`src/rtl/regfile_wr_arbiter.sv`:
```
// Arbitrates the single register-file write port between the writeback stage and a
// FIFO-buffered auxiliary return path, with starvation relief and a busy scoreboard.
module regfile_wr_arbiter #(
  parameter int WIDTH        = 8,
  parameter int DEPTH        = 2,
  parameter int STARVE_LIMIT = 4
) (
  input  logic                       clk,
  input  logic                       rst_n,
  input  logic                       i_wb_we,
  input  logic [3:0]                 i_wb_wa,
  input  logic [WIDTH-1:0]           i_wb_wd,
  input  logic                       i_aux_valid,
  output logic                       o_aux_ready,
  input  logic [3:0]                 i_aux_wa,
  input  logic [WIDTH-1:0]           i_aux_wd,
  input  logic                       i_iss_valid,
  input  logic [3:0]                 i_iss_wa,
  output logic [15:0]                o_busy,
  output logic                       o_stall,
  output logic [$clog2(DEPTH):0]     o_fifo_cnt,
  output logic                       o_rf_we,
  output logic [3:0]                 o_rf_wa,
  output logic [WIDTH-1:0]           o_rf_wd
);

  localparam int AW = $clog2(DEPTH);
  localparam int CW = AW + 1;
  localparam int SW = $clog2(STARVE_LIMIT) + 1;

  logic [3:0]       r_mem_wa [DEPTH];
  logic [WIDTH-1:0] r_mem_wd [DEPTH];
  logic [AW-1:0]    r_wr_ptr;
  logic [AW-1:0]    r_rd_ptr;
  logic [CW-1:0]    r_cnt;
  logic [SW-1:0]    r_starve;
  logic             r_stall;
  logic             r_rf_we;
  logic [3:0]       r_rf_wa;
  logic [WIDTH-1:0] r_rf_wd;
  logic [15:0]      r_busy;

  logic             w_fifo_empty;
  logic             w_push;
  logic             w_aux_gnt;
  logic             w_wb_gnt;
  logic [3:0]       w_gnt_wa;
  logic [WIDTH-1:0] w_gnt_wd;
  logic [15:0]      w_set_mask;
  logic [15:0]      w_clr_mask;
  logic [15:0]      w_busy_nxt;

  assign w_fifo_empty = (r_cnt == {CW{1'b0}});
  assign o_aux_ready  = (r_cnt != CW'(DEPTH));
  assign w_push       = i_aux_valid && o_aux_ready;

  // A forced stall lets the FIFO head through; otherwise WB has priority.
  always_comb begin
    w_aux_gnt = 1'b0;
    w_wb_gnt  = 1'b0;
    w_gnt_wa  = 4'h0;
    w_gnt_wd  = {WIDTH{1'b0}};
    if (r_stall && !w_fifo_empty) begin
      w_aux_gnt = 1'b1;
      w_gnt_wa  = r_mem_wa[r_rd_ptr];
      w_gnt_wd  = r_mem_wd[r_rd_ptr];
    end else if (i_wb_we) begin
      w_wb_gnt  = 1'b1;
      w_gnt_wa  = i_wb_wa;
      w_gnt_wd  = i_wb_wd;
    end else if (!w_fifo_empty) begin
      w_aux_gnt = 1'b1;
      w_gnt_wa  = r_mem_wa[r_rd_ptr];
      w_gnt_wd  = r_mem_wd[r_rd_ptr];
    end else begin
      w_aux_gnt = 1'b0;
      w_wb_gnt  = 1'b0;
    end
  end

  // Aux FIFO storage, pointers and occupancy; no bypass, so a push is poppable next cycle.
  always_ff @(posedge clk or negedge rst_n) begin
    if (!rst_n) begin
      for (int i = 0; i < DEPTH; i++) begin
        r_mem_wa[i] <= 4'h0;
        r_mem_wd[i] <= {WIDTH{1'b0}};
      end
      r_wr_ptr <= {AW{1'b0}};
      r_rd_ptr <= {AW{1'b0}};
      r_cnt    <= {CW{1'b0}};
    end else begin
      if (w_push) begin
        r_mem_wa[r_wr_ptr] <= i_aux_wa;
        r_mem_wd[r_wr_ptr] <= i_aux_wd;
        r_wr_ptr           <= r_wr_ptr + 1'b1;
      end
      if (w_aux_gnt) begin
        r_rd_ptr <= r_rd_ptr + 1'b1;
      end
      case ({w_push, w_aux_gnt})
        2'b10:   r_cnt <= r_cnt + 1'b1;
        2'b01:   r_cnt <= r_cnt - 1'b1;
        default: r_cnt <= r_cnt;
      endcase
    end
  end

  // Starvation counter: every STARVE_LIMIT-th WB win over a waiting aux entry forces a stall.
  always_ff @(posedge clk or negedge rst_n) begin
    if (!rst_n) begin
      r_starve <= {SW{1'b0}};
      r_stall  <= 1'b0;
    end else if (w_wb_gnt && !w_fifo_empty) begin
      if (r_starve == SW'(STARVE_LIMIT - 1)) begin
        r_starve <= {SW{1'b0}};
        r_stall  <= 1'b1;
      end else begin
        r_starve <= r_starve + 1'b1;
        r_stall  <= 1'b0;
      end
    end else begin
      r_starve <= {SW{1'b0}};
      r_stall  <= 1'b0;
    end
  end

  // Registered write port; an r0 destination still consumes the slot but never writes.
  always_ff @(posedge clk or negedge rst_n) begin
    if (!rst_n) begin
      r_rf_we <= 1'b0;
      r_rf_wa <= 4'h0;
      r_rf_wd <= {WIDTH{1'b0}};
    end else begin
      r_rf_we <= (w_aux_gnt || w_wb_gnt) && (w_gnt_wa != 4'h0);
      if (w_aux_gnt || w_wb_gnt) begin
        r_rf_wa <= w_gnt_wa;
        r_rf_wd <= w_gnt_wd;
      end
    end
  end

  // The clear lands on the same edge that raises rf_we for the aux write; a set then wins.
  assign w_clr_mask = (w_aux_gnt && (w_gnt_wa != 4'h0)) ? (16'h0001 << w_gnt_wa) : 16'h0000;
  assign w_set_mask = (i_iss_valid && (i_iss_wa != 4'h0)) ? (16'h0001 << i_iss_wa) : 16'h0000;
  assign w_busy_nxt = ((r_busy & ~w_clr_mask) | w_set_mask) & 16'hFFFE;

  // Scoreboard register.
  always_ff @(posedge clk or negedge rst_n) begin
    if (!rst_n) begin
      r_busy <= 16'h0000;
    end else begin
      r_busy <= w_busy_nxt;
    end
  end

  assign o_busy     = r_busy;
  assign o_stall    = r_stall;
  assign o_fifo_cnt = r_cnt;
  assign o_rf_we    = r_rf_we;
  assign o_rf_wa    = r_rf_wa;
  assign o_rf_wd    = r_rf_wd;

endmodule

```
`config.mk`:
```
export PLATFORM = sky130hd
export DESIGN_NAME = regfile_wr_arbiter
export DESIGN_NICKNAME = d
export VERILOG_FILES = /design/src/rtl/regfile_wr_arbiter.sv
export SDC_FILE = /design/constraint.sdc
export NUM_CORES = 1
export LEC_CHECK = 0
export ABC_CLOCK_PERIOD_IN_PS = 4300
export BUFFER_PORTS_ARGS = -buffer_cell sky130_fd_sc_hd__buf_2
export CAP_MARGIN = 20
export CORE_UTILIZATION = 50
export CTS_CLUSTER_DIAMETER = 50
export DETAILED_ROUTE_END_ITERATION = 6
export PLACE_DENSITY = 0.74
export SLEW_MARGIN = 20
export SYNTH_ARGS = -nofsm -noshare
export SYNTH_HDL_FRONTEND = slang
export SYNTH_SLANG_ARGS = --single-unit
```
`constraint.sdc`:
```
create_clock -name clk -period 4.3 [get_ports clk]
set_input_delay 0.215 -clock clk [delete_from_list [all_inputs] [get_ports clk]]
set_output_delay 0.215 -clock clk [all_outputs]
set_load 0.01 [all_outputs]
```
==> summary.md <==
| Metric | Value |
|---|---|
| Fraction of layout cells with a size suffix above 1 | `34.56%` |
| Reg2reg setup slack | `2030 ps` |
| CP peak stage delay | `720 ps` |
| Post-synth EDFFs | `0` |
| Adder-Cell Fraction of Synth Area | `0.8193%` |
| # nets final | `357` |
| Worst skew pair latency | `340 ps` |
| Die H | `80.16 um` |
| Crit-path max FO | `12` |
| Hold WC Path Type | `in2async` |
| Worst path bufs/invs | `0` |
| Setup_tns | `0 ps` |
| GRT Residual Overflow | `0` |
| Largest net degree at the start of global routing | `61` |
| FP Rows | `28` |
| Post-synthesis mux area share | `15.90%` |
| CP max-delay cell | `nor2b_1` |
| WP data required | `4570 ps` |
| Top cell type's share of synthesized area | `49.16%` |
| Clock H-tree levels | `3` |
| Synth Warn # | `0` |
| N_diodes | `0` |
| Synth Flop Type | `dfrtp_1` |
| Area Growth Syn to Fin | `16.76%` |
| Final hold vios | `0` |
| Max-slew violations | `0` |
| Post-DR wirelength/cell | `16.60 um` |
| Num CTS Buffers | `9` |
| PwrDens | `733.1 nW/um2` |
| FFs w/ async S/R, synth | `100.0%` |
| Cell mode on critical path | `nor2_1` |
| GRT Overall Usage | `22.50%` |
| Pleak | `1.620 nW` |
| Critical path class | `reg2reg` |
| IO Count | `66` |
| Syn Inst Count | `261` |
| Max frequency | `440.6 MHz` |
| Yosys cell types | `55` |
| CTS tree | `yes` |
| Via-per-instance ratio | `5.572` |
| Routability cong. | `0.8095` |
| Netlist Area Pre-Place | `3054 um2` |
| #FFs+latches synth | `60` |
| Finished layout cell area | `3566 um2` |
| Largest family of logic cells by synthesized area | `multiplexers` |
| Crit start category | `flop` |
| Clock root buffer | `clkbuf_8` |
| Commonest non-fill, non-tap cell in the layout | `buf_2` |
| Setup crit end kind | `flop` |
| Cell Area, Placed | `3363 um2` |
| Pre-antenna DRT Iters | `6` |
| Simple-Gate Fraction of Synth Area | `12.95%` |
| Cell taking the most area after synthesis | `dfrtp_1` |
| IO Port Bufs | `64` |
| Worst VDD drop | `0.4411 mV` |
| Rel. slew slack | `39.83%` |
| Post-synthesis sequential area ratio | `49.16%` |
| Die X | `80.16 um` |
| HPWL Detailed | `4655 um` |
| Finish-stage setup viols | `0` |
| Routed WL | `6672 um` |
| Status | `finished with violations` |
| First-pass GRT wire length | `10690 um` |
| Clock skew | `6.820 ps` |
| Final clock period utilization by the worst path | `52.78%` |
| Minimum clock period | `2269 ps` |
| DRT iter0 DRCs | `129` |
| Compound-Gate Fraction of Synth Area | `15.32%` |
| Post-CTS setup buffer count | `0` |
| Max-cap violations | `0` |
| Worst slew pin tran | `902.6 ps` |
| Failing checks | `DRC` |
| # hold bufs at CTS | `0` |
| Total die area | `6425 um2` |
| Synth area leaders | `dfrtp_1, mux2_4, mux2_1, mux2i_1, a22oi_1` |
| CP delay by family, top | `simple AND/OR/NAND/NOR gates` |
| Clock Sinks | `60` |
| CP Cell Sequence | `nor2b_1 -> nor2_1 -> ha_1 -> xnor2_1 -> nor2_1 -> xor2_1` |
| Post-route ant nets | `0` |
| Synth Net Count | `296` |
| Detailed-route DRC error count | `1` |
| CTS max path bufs | `2` |
| Starting Density | `51.58%` |
| Routed via count | `2240` |
| Core Area | `5921 um2` |
| Synthesized area per cell | `11.70 um2` |
| Register clock-pin slew on the reported worst setup and hold paths | `70 ps` |
| Total design power | `2.614 mW` |
| WP data arrival | `2540 ps` |
| Vias in the first global route | `2187` |
| Initial antenna violation count | `0` |
| Area share of xor/xnor cells in the synthesized design | `1.434%` |
| Cts repair resizes | `0` |
| Unrepaired setup endpoints after global routing | `no` |
| Fill count | `515` |
| Most frequent cells in the layout | `buf_2, dfrtp_1, nor2_1` |
-- routing by layer --
metal	part of all wire (%)	vias to the layer above	track usage (%)
met2	47	63	35.47
met3	4.1	10	4.318
met4	1.9	0	11.25
met1	47	1087	29.52
met5	0	-	0
li1	-	1080	-
-- cell type report --
| class | count | area [um2] | share of cell area [%] |
|---|---|---|---|
| sequential | 60 | 1501 | 42.11 |
| multi-input combinational | 181 | 1421 | 39.86 |
| timing repair buffer | 65 | 327.8 | 9.193 |
| clock buffer | 12 | 155.1 | 4.351 |
| tap | 75 | 93.84 | 2.632 |
| clock inverter | 4 | 47.55 | 1.333 |
| inverter | 5 | 18.77 | 0.5263 |
-- Yosys cell counts (3+ instances only) --
master,count
o21ai_0,13
nand2_1,14
nor3b_1,3
a22oi_1,11
mux2_1,10
nor3_1,3
nand4_1,5
nand2b_1,5
nor2_1,19
mux2_4,11
mux2i_1,9
xnor2_1,3
clkbuf_1,4
o2111ai_1,3
o221ai_1,3
nor2b_1,3
inv_1,5
o211ai_1,6
buf_2,3
a21oi_1,10
mux2_2,6
dfrtp_1,60
buf_6,6
-- state kept, by name, summed over array words and instances, names as in the netlist --
signal and cells:
r_mem_wd 16, r_mem_wa 8, r_starve 3, o_rf_wd 8, o_stall 1, o_rf_wa 4
o_rf_we 1, o_fifo_cnt 2, r_wr_ptr 1, o_busy 15, r_rd_ptr 1
-- logic make-up (layout without fill, tap and decap cells) --
kind of cell             Yosys count  count (layout)
buffers and inverters             20              86
AND/OR/NAND/NOR                   69              69
multiplexers                      39              39
adder cells (fa/ha/maj)            2               2
XOR/XNOR                           5               5
AO/OA/AOI/OAI                     65              65
flip-flops                        60              60
other                              1               1
-- where the power goes --
| part | internal [mW] | leakage, nW | switching, mW | total [mW] |
|---|---|---|---|---|
| sequential | 0.809 | 0.688 | 0.217 | 1.03 |
| combinational | 0.520 | 0.830 | 0.552 | 1.07 |
| clock | 0.297 | 0.102 | 0.220 | 0.517 |
| total | 1.63 | 1.62 | 0.989 | 2.61 |
-- final timing paths --
kind | start | to | cells after the start
max | o_stall | o_fifo_cnt[1] | 6
min reg2reg | r_starve[0] | r_starve[0] | 1
min | rst_n | r_mem_wd[2] | 2
max in group asynchronous | rst_n | o_rf_wa[0] | 2
min in group clk | i_aux_wd[3] | r_mem_wd[11] | 2
max reg2reg | o_stall | o_fifo_cnt[1] | 6
-- metrics by stage --
stage / utilization [%] / setup slack, ps / hold WS, ps / instances
floorplan: - / 2633 / -80.59 / 261
global placement: 56.80 / 2097 / 418.8 / 386
detailed placement: 56.80 / 2023 / 422.4 / 386
CTS: 60.23 / 2006 / 50.73 / 402
global route: 60.23 / 1863 / 103.2 / 402
finish: 60.23 / 2031 / 8.205 / 402
No activity file was read; power rests on OpenSTA's default activity.
